File: src/rtl/value_bias_sink_pkg.sv
// Shared types and sizing helpers for the layer-0 attention value-bias capture/replay sink.
package value_bias_sink_pkg;

  typedef enum logic {
    LOAD  = 1'b0,
    SERVE = 1'b1
  } sink_state_e;

  function automatic int calcDepth(input int size0, input int size1, input int par0, input int par1);
    return (size0 * size1) / (par0 * par1);
  endfunction

  // One spare bit above the address width keeps DEPTH-1 comparisons safe for any DEPTH.
  function automatic int calcCntWidth(input int depth);
    return $clog2(depth) + 1;
  endfunction

  localparam int VB_SIZE_0   = 32;
  localparam int VB_SIZE_1   = 1;
  localparam int VB_PREC_0   = 16;
  localparam int VB_PREC_1   = 3;
  localparam int VB_PAR_0    = 1;
  localparam int VB_PAR_1    = 1;
  localparam int VB_DEPTH    = calcDepth(VB_SIZE_0, VB_SIZE_1, VB_PAR_0, VB_PAR_1);
  localparam int VB_CNT_W    = calcCntWidth(VB_DEPTH);

endpackage

File: src/rtl/encoder_layer_0_attention_self_value_bias_ram.sv
// Simple dual-port bias store: one write port, one registered read port, no array reset.
module encoder_layer_0_attention_self_value_bias_ram #(
  parameter int DEPTH  = 32,
  parameter int DATA_W = 16,
  parameter int AW     = 5
) (
  input  logic              clk,
  input  logic              i_wrEn,
  input  logic [AW-1:0]     i_wrAddr,
  input  logic [DATA_W-1:0] i_wrData,
  input  logic              i_rdEn,
  input  logic [AW-1:0]     i_rdAddr,
  output logic [DATA_W-1:0] o_rdData
);

  logic [DATA_W-1:0] r_mem [DEPTH];
  logic [DATA_W-1:0] r_rdData;

  always_ff @(posedge clk) begin
    if (i_wrEn) begin
      r_mem[i_wrAddr] <= i_wrData;
    end
    if (i_rdEn) begin
      r_rdData <= r_mem[i_rdAddr];
    end
  end

  assign o_rdData = r_rdData;

endmodule

File: src/rtl/encoder_layer_0_attention_self_value_bias_sink.sv
// Captures one value-bias tensor from the loader, then replays it forever to the bias adder.
module encoder_layer_0_attention_self_value_bias_sink
  import value_bias_sink_pkg::*;
#(
  parameter int VALUE_BIAS_TENSOR_SIZE_DIM_0 = VB_SIZE_0,
  parameter int VALUE_BIAS_TENSOR_SIZE_DIM_1 = VB_SIZE_1,
  parameter int VALUE_BIAS_PRECISION_0       = VB_PREC_0,
  parameter int VALUE_BIAS_PRECISION_1       = VB_PREC_1,
  parameter int VALUE_BIAS_PARALLELISM_DIM_0 = VB_PAR_0,
  parameter int VALUE_BIAS_PARALLELISM_DIM_1 = VB_PAR_1,
  localparam int P = VALUE_BIAS_PARALLELISM_DIM_0 * VALUE_BIAS_PARALLELISM_DIM_1,
  localparam int W = VALUE_BIAS_PRECISION_0
) (
  input  logic                 clk,
  input  logic                 rst,
  input  logic [P-1:0][W-1:0]  i_data_in,
  input  logic                 i_data_in_valid,
  output logic                 o_data_in_ready,
  input  logic                 i_reload,
  output logic                 o_load_done,
  output logic [P-1:0][W-1:0]  o_data_out,
  output logic                 o_data_out_valid,
  input  logic                 i_data_out_ready
);

  localparam int DEPTH = calcDepth(VALUE_BIAS_TENSOR_SIZE_DIM_0, VALUE_BIAS_TENSOR_SIZE_DIM_1,
                                   VALUE_BIAS_PARALLELISM_DIM_0, VALUE_BIAS_PARALLELISM_DIM_1);
  localparam int CW    = calcCntWidth(DEPTH);
  localparam int AW    = CW - 1;
  localparam int BW    = P * W;
  localparam logic [CW-1:0] LAST = CW'(DEPTH - 1);

  if ((DEPTH < 2) || (VALUE_BIAS_PRECISION_1 > VALUE_BIAS_PRECISION_0) ||
      ((DEPTH == VB_DEPTH) && (CW != VB_CNT_W))) begin : g_badParams
    $error("value-bias sink: unsupported parameter combination");
  end

  sink_state_e    r_state;
  sink_state_e    w_stateNext;
  logic [CW-1:0]  r_wrCnt;
  logic [CW-1:0]  r_rdCnt;
  logic           r_inReady;
  logic           r_rdPend;
  logic [1:0]     r_skidCnt;
  logic [BW-1:0]  r_skid0;
  logic [BW-1:0]  r_skid1;
  logic [BW-1:0]  w_ramRdData;
  logic           w_accept;
  logic           w_pop;
  logic           w_issue;
  logic [1:0]     w_occ;

  always_ff @(posedge clk or posedge rst) begin
    if (rst) begin
      r_state <= LOAD;
    end else begin
      r_state <= w_stateNext;
    end
  end

  always_comb begin
    w_stateNext = r_state;
    if (i_reload) begin
      w_stateNext = LOAD;
    end else if ((r_state == LOAD) && w_accept && (r_wrCnt == LAST)) begin
      w_stateNext = SERVE;
    end
  end

  // Reads are issued only when the skid can absorb every beat already owed to it.
  always_comb begin
    o_load_done      = (r_state == SERVE);
    o_data_in_ready  = r_inReady;
    o_data_out_valid = (r_skidCnt != 2'd0);
    o_data_out       = r_skid0;
    w_accept         = i_data_in_valid & r_inReady;
    w_pop            = o_data_out_valid & i_data_out_ready;
    w_occ            = r_skidCnt + 2'(r_rdPend) - 2'(w_pop);
    w_issue          = (r_state == SERVE) && !i_reload && (w_occ < 2'd2);
  end

  always_ff @(posedge clk or posedge rst) begin
    if (rst) begin
      r_inReady <= 1'b0;
      r_wrCnt   <= '0;
      r_rdCnt   <= '0;
      r_rdPend  <= 1'b0;
    end else begin
      r_inReady <= (w_stateNext == LOAD);
      r_rdPend  <= w_issue;
      if (i_reload || (w_accept && (r_wrCnt == LAST))) begin
        r_wrCnt <= '0;
      end else if (w_accept) begin
        r_wrCnt <= r_wrCnt + CW'(1);
      end
      if (i_reload) begin
        r_rdCnt <= '0;
      end else if (w_issue) begin
        r_rdCnt <= (r_rdCnt == LAST) ? '0 : r_rdCnt + CW'(1);
      end
    end
  end

  // Two-entry FIFO: r_skid0 is always the presented head, r_skid1 the prefetched follower.
  always_ff @(posedge clk or posedge rst) begin
    if (rst) begin
      r_skidCnt <= 2'd0;
      r_skid0   <= '0;
      r_skid1   <= '0;
    end else if (i_reload) begin
      r_skidCnt <= 2'd0;
    end else begin
      case ({w_pop, r_rdPend})
        2'b11: begin
          if (r_skidCnt == 2'd1) begin
            r_skid0 <= w_ramRdData;
          end else begin
            r_skid0 <= r_skid1;
            r_skid1 <= w_ramRdData;
          end
        end
        2'b10: begin
          r_skid0   <= r_skid1;
          r_skidCnt <= r_skidCnt - 2'd1;
        end
        2'b01: begin
          if (r_skidCnt == 2'd0) begin
            r_skid0 <= w_ramRdData;
          end else begin
            r_skid1 <= w_ramRdData;
          end
          r_skidCnt <= r_skidCnt + 2'd1;
        end
        default: begin
        end
      endcase
    end
  end

  encoder_layer_0_attention_self_value_bias_ram #(
    .DEPTH  (DEPTH),
    .DATA_W (BW),
    .AW     (AW)
  ) u_ram (
    .clk      (clk),
    .i_wrEn   (w_accept),
    .i_wrAddr (r_wrCnt[AW-1:0]),
    .i_wrData (i_data_in),
    .i_rdEn   (w_issue),
    .i_rdAddr (r_rdCnt[AW-1:0]),
    .o_rdData (w_ramRdData)
  );

endmodule

File: config.mk
export PLATFORM = sky130hd
export DESIGN_NAME = encoder_layer_0_attention_self_value_bias_sink
export DESIGN_NICKNAME = d
export VERILOG_FILES = /design/src/rtl/value_bias_sink_pkg.sv /design/src/rtl/encoder_layer_0_attention_self_value_bias_ram.sv /design/src/rtl/encoder_layer_0_attention_self_value_bias_sink.sv
export SDC_FILE = /design/constraint.sdc
export NUM_CORES = 1
export LEC_CHECK = 0
export ABC_CLOCK_PERIOD_IN_PS = 2500
export CORE_AREA = 2 2 254 256
export CTS_CLUSTER_DIAMETER = 80
export DETAILED_ROUTE_END_ITERATION = 8
export DIE_AREA = 0 0 256 258
export SYNTH_ARGS = -nofsm -noshare
export SYNTH_HDL_FRONTEND = slang
export SYNTH_SLANG_ARGS = --single-unit
File: constraint.sdc
create_clock -name clk -period 2.5 [get_ports clk]
set_clock_uncertainty 0.05 [all_clocks]
set_input_delay 0.625 -clock clk [delete_from_list [all_inputs] [get_ports clk]]
set_output_delay 0.625 -clock clk [all_outputs]
set_load 0.01 [all_outputs]
==> results of run 1 <==
-- what timing repair did --
action / 4_1_cts / 5_1_grt
gates cloned: 0 / 0
buffers inserted: 1 / 0
resized for setup: 1 / 2
endpoints found under the hold margin: 0 / 0
endpoints found under the setup margin: 1 / 2
-- kinds of logic (layout without fill, tap and decap cells) --
| kind of cell | Yosys count | count (layout) | share of synthesized area [%] |
|---|---|---|---|
| muxes | 164 | 164 | 14.8 |
| AOI/OAI and AO/OA | 95 | 95 | 2.61 |
| DFF | 577 | 577 | 77.5 |
| and+or+nand+nor | 130 | 130 | 2.88 |
| adders and majority gates | 8 | 8 | 0.443 |
| xor gates and xnor gates | 4 | 4 | 0.159 |
| buffers and inverters | 64 | 307 | 1.57 |
-- where the power goes --
group	switching (W)	total (W)	leakage (nW)	internal [W]
logic	0.000526	0.00100	2.28	0.000474
clock network	0.00356	0.00798	0.833	0.00441
registers	0.0000779	0.0108	5.40	0.0107
total	0.00417	0.0198	8.51	0.0156
-- critical path, delay by kind of cell (launching register included) --
family                 cells  cell delay [ns]
AO/OA/AOI/OAI              1             0.32
buffers and inverters      3             0.76
flip-flops                 1             0.48
AND/OR/NAND/NOR            2             0.56
-- layout by cell type (no fill, tap or decap), drive strengths merged, types with 7 or more instances in the layout --
cell type / instances
a21oi: 21
buf: 157
clkbuf: 63
clkdlybuf4s50: 38
clkinv: 30
dfrtp: 49
edfxtp: 528
ha: 7
inv: 11
mux2: 17
mux2i: 19
mux4: 128
nand2: 18
nand3: 8
nor2: 60
nor4: 16
o22ai: 64
-- per-stage QoR --
step	power, W	util (%)	hold WS (ns)	instance area [um2]	std cells
5_1_grt	0.0204	41.7	0.342	26500	2140
6_report	0.0198	41.7	0.321	26500	2140
3_5_place_dp	0.0120	38.9	0.443	24800	2037
3_3_place_gp	0.0120	38.9	0.438	24800	2037
2_1_floorplan	0.0113	-	0.429	22000	1042
4_1_cts	0.0200	41.7	0.291	26500	2140
-- final timing paths --
kind	slack [ns]	end	cells past startpoint
setup / recovery	0.08	u_ram.o_rdData[10]	6
hold / removal	0.32	r_wrCnt[4]	2
setup reg to reg	0.08	u_ram.o_rdData[10]	6
hold reg to reg	0.45	r_skid1[13]	1
max in group asynchronous	1.53	r_skid1[14]	3
min in group clk	0.45	r_skid1[13]	1
-- registers in the layout (all words and copies together), names as in the netlist --
name and count:
u_ram.r_mem 512, o_data_out 16, r_skid1 16, u_ram.o_rdData 16
r_rdCnt 6, r_wrCnt 6, r_skidCnt 2, o_data_in_ready 1
o_load_done 1, r_rdPend 1
-- routing by layer --
| metal | track usage (%) | wire length (um) | vias to the layer above |
|---|---|---|---|
| li1 | - | - | 4725 |
| met3 | 3.23 | 3330 | 81 |
| met2 | 23.7 | 23400 | 359 |
| met1 | 21.2 | 21800 | 5782 |
| met5 | 0 | 9 | - |
| met4 | 4.78 | 1260 | 2 |
-- cell type report --
type,instances,area [um2],share of cell area [%]
Multi-Input combinational cell,401,4640,17.5
Inverter,9,33.8,0.127
Tap cell,855,1070,4.03
Clock buffer,63,1430,5.38
Clock inverter,39,298,1.12
Timing Repair Buffer,196,1980,7.46
Sequential cell,577,17100,64.4
==> results.json, run 1 <==
{
  "run_status": "complete, no violations",
  "crit_start": "r_rdCnt[3]",
  "synth_seq_cells": 577,
  "synth_async_sr_flop_share_pct": 8.49,
  "worstPathArrival_ns": 2.72,
  "leakage_nw": 8.51,
  "reg2reg_from": "r_rdCnt[3]",
  "syn_to_final_growth_pct": 20.4,
  "die_h_um": 258,
  "synth_ff_type": "edfxtp_1",
  "setup_viol": 0,
  "syn_area_um2": 22000,
  "hpwl_um": 31600,
  "wl_per_cell_um": 23.3,
  "detail-route-antenna-nets": 0,
  "crit_fanout": 9,
  "num-nets-final": 1269,
  "synth_cells": 1042,
  "dp_slack_ns": 0.0127,
  "yosys-top-cells-count": "528 x edfxtp_1, 128 x mux4_2, 64 x o22ai_1",
  "yosysMostFrequentCell": "edfxtp_1",
  "synth_fp_nets": 1070,
  "crit_path_start_kind": "register",
  "critical_path_required_ns": 2.81,
  "relSlewSlack_pct": 60.0,
  "gp_congestion": 0.798,
  "synth-seq-area-share_pct": 77.5,
  "yosys.area.top_type": "edfxtp_1",
  "drive_above_1_share_pct": 30.5,
  "grt_usage_pct": 15.1,
  "synth-edff-count": 528,
  "hold_buffers": 0,
  "peakVddDrop_mv": 0.508,
  "timing.final.hold_violations": 0,
  "port_buffers": 39,
  "fin_crit_sh_pct": 96.6,
  "grt_pass1_vias": 11000,
  "fin_setup_tns_ns": 0,
  "worst-slew-pin-transition_ns": 0.595,
  "route.vias.total": 10900,
  "rsz0062_at_grt": "false",
  "maxSlewViolCount": 0,
  "synth_area_leaders": "edfxtp_1 72%, mux4_2 13%, dfrtp_1 5.6%",
  "start_util_pct": 34.6,
  "dieArea_um2": 66000,
  "ys.warnings.count": 0,
  "crit_chain": "inv_1 -> nand3_1 -> buf_4 -> o22ai_1 -> nor4_1 -> buf_4",
  "fp.dieW_um": 256,
  "fin_ws_ns": 0.0843,
  "cts-root-buf": "clkbuf_16",
  "p_per_area_nw_per_um2": 745,
  "ios": 40,
  "crit_top_cell": "buf_4",
  "clk_latency_ns": 0.62,
  "yosys.area.top_type_share_pct": 72.0,
  "path_clk_slew_ns": 0.06,
  "firstDrtPassIters": 5,
  "fillers": 5575,
  "cts_htree_levels": 2,
  "wl_um": 49800,
  "synth_cell_types": 43,
  "grt_pass1_wl_um": 73700,
  "drc": 0,
  "crit_path_max_incr_delay_ns": 0.48,
  "clkSinkCount": 577,
  "max_cap_violations": 0,
  "drt_iter0_drc": 1218,
  "core.rowCount": 93,
  "cp-end-kind": "register",
  "grt_start_max_net_pins": 49,
  "cts_tree": "yes",
  "grt_antenna_before_repair": 1,
  "diodes": 0,
  "core_area_um2": 63600,
  "vias_per_cell": 5.12,
  "period_needed_ns": 2.42,
  "cts_inserted_buffers": 56,
  "grt_overflow": 0,
  "synth.avg_cell_area_um2": 21.1,
  "cp_slowest_cell": "dfrtp_1",
  "critPathKind": "register to register",
  "min_path_type": "primary input to asynchronous set/reset pin",
  "fmax_ghz": 0.414,
  "cts_buffer_depth": 3
}
Power figures use the tool's default switching activity.
==> run 2, diff against run 1 <==
- SETUP_SLACK_MARGIN: not set -> 0.1
==> run 2 against run 1 <==
Global-route usage hardly changed. Sequential share of layout area is 0.28 points lower. Sequential cell count stayed put. Core utilization is 0.18 points higher. Worst setup slack better by 0.022 ns. First-iteration DRC count is 6.6% lower. Wire length is 0.25% higher. Combinational power hardly changed. Final cell count is 0.47% higher.
==> results.json, run 2 (synthesis results as in run 1) <==
{
  "run_status": "complete, no violations",
  "power_frac_clock_pct": 40.4,
  "final_cell_mix": "528 x edfxtp_1, 134 x buf_4, 128 x mux4_2",
  "dieArea_um2": 66000,
  "path_clk_slew_ns": 0.06,
  "ff_latch_area_um2": 17100,
  "die_h_um": 258,
  "vias_per_cell": 5.11,
  "min_path_type": "primary input to asynchronous set/reset pin",
  "rsz0062_at_grt": "true",
  "relSlewSlack_pct": 60.0,
  "cp_slowest_cell": "dfrtp_1",
  "port_buffers": 39,
  "grt_pass1_vias": 11000,
  "cts_inserted_buffers": 56,
  "num-nets-final": 1279,
  "core_area_um2": 63600,
  "gp_congestion": 0.798,
  "crit_path_max_incr_delay_ns": 0.48,
  "drive_above_1_share_pct": 31.4,
  "fp.dieW_um": 256,
  "fillers": 5573,
  "r2r_slack_ns": 0.11,
  "cts-root-buf": "clkbuf_16",
  "worst-slew-pin-transition_ns": 0.594,
  "max_cap_violations": 0,
  "drt_iter0_drc": 1138,
  "seqPwrFrac_pct": 54.6,
  "largest_register": "u_ram.r_mem",
  "grt_usage_pct": 15.1,
  "ff2ff_path_depth": 6,
  "p_per_area_nw_per_um2": 742,
  "fmax_ghz": 0.418,
  "ios": 40,
  "wl_per_cell_um": 23.2,
  "critical_path_required_ns": 2.81,
  "setup_viol": 0,
  "cp-end-kind": "register",
  "fin_setup_tns_ns": 0,
  "timing.final.hold_violations": 0,
  "diodes": 0,
  "leakage_nw": 8.58,
  "crit_chain": "inv_1 -> nand3_1 -> buf_4 -> o22ai_1 -> nor4_1 -> buf_4",
  "route.vias.total": 11000,
  "detail-route-antenna-nets": 0,
  "combinationalPowerShare_pct": 5.1,
  "grt_antenna_before_repair": 1,
  "fin_crit_sh_pct": 95.7,
  "cp_top_family": "buffers and inverters",
  "drc": 0,
  "peakVddDrop_mv": 0.512,
  "period_needed_ns": 2.39,
  "swShare_pct": 21.1,
  "clkSinkCount": 577,
  "multiInputGateArea_um2": 4660,
  "cts_htree_levels": 2,
  "cp_num_buf_inv": 3,
  "syn_to_final_growth_pct": 20.9,
  "firstDrtPassIters": 5,
  "reg2reg_from": "r_rdCnt[3]",
  "maxSlewViolCount": 0,
  "hold_buffers": 0,
  "grt_overflow": 0,
  "cts_tree": "yes",
  "p_int_w": 0.0156,
  "critPathKind": "register to register",
  "largest_reg_flops": 512,
  "crit_top_cell": "buf_4",
  "start_util_pct": 34.6,
  "core.rowCount": 93,
  "cts_buffer_depth": 3,
  "grt_pass1_wl_um": 73700,
  "crit_path_start_kind": "register",
  "worstPathArrival_ns": 2.70,
  "crit_fanout": 9,
  "wl_um": 49900,
  "clk_latency_ns": 0.62,
  "final_common_cell": "edfxtp_1",
  "rr_endpoint": "u_ram.o_rdData[10]",
  "hpwl_um": 31600,
  "grt_start_max_net_pins": 49,
  "p_switching_w": 0.00418,
  "power.total_w": 0.0198
}
run 2: how the worst max path moves through the flow:
stage,from,to,slack [ns],cells past startpoint
3_5_place_dp,i_data_in_valid,u_ram.r_mem[21][3],0.01,6
6_report,r_rdCnt[3],u_ram.o_rdData[10],0.11,6
4_1_cts,r_rdCnt[0],u_ram.o_rdData[4],0.11,6
5_1_grt,r_rdCnt[0],u_ram.o_rdData[5],0.09,7
2_1_floorplan,r_wrCnt[4],u_ram.r_mem[10][0],0.34,3
3_3_place_gp,i_data_in_valid,u_ram.r_mem[16][6],0.04,6
run 2: per-layer routing:
layer / GRT usage (%) / vias to the layer above / share of wire, %
met4: 4.78 / 0 / 2.5
met2: 23.7 / 343 / 47
met3: 3.23 / 75 / 6.9
met5: 0 / - / 0
met1: 21.2 / 5812 / 44
li1: - / 4748 / -
run 2: final cells by class:
class	instances	area share [%]
Sequential cell	577	64.1
Multi-Input combinational cell	401	17.5
Timing Repair Buffer	206	7.77
Clock buffer	63	5.36
Tap cell	855	4.01
Clock inverter	39	1.12
Inverter	9	0.127
run 2: power groups by stage:
stage	clock network (W)	logic [W]	registers, W
detailed placement	0	0.00101	0.0110
global placement	0	0.000991	0.0110
CTS	0.00815	0.00101	0.0108
global route	0.00852	0.00108	0.0108
finish	0.00798	0.00100	0.0108
floorplan	0	0.000288	0.0111
run 2: what timing repair did:
action / 4_1_cts / 5_1_grt
resized for setup: 5 / 5
gates cloned: 0 / 0
buffers inserted: 1 / 10
endpoints found under the setup margin: 5 / 7
hold endpoints to repair: 0 / 0
run 2: stage by stage:
stage          utilization [%]  instance area (um2)  cells  hold WS (ns)  setup slack, ns
2_1_floorplan                -                22000   1042         0.429            0.335
3_3_place_gp              38.9                24800   2037         0.438           0.0425
3_5_place_dp              38.9                24800   2037         0.443           0.0127
4_1_cts                   41.7                26500   2140         0.291            0.112
5_1_grt                   41.9                26700   2150         0.343           0.0923
6_report                  41.9                26700   2150         0.321            0.106
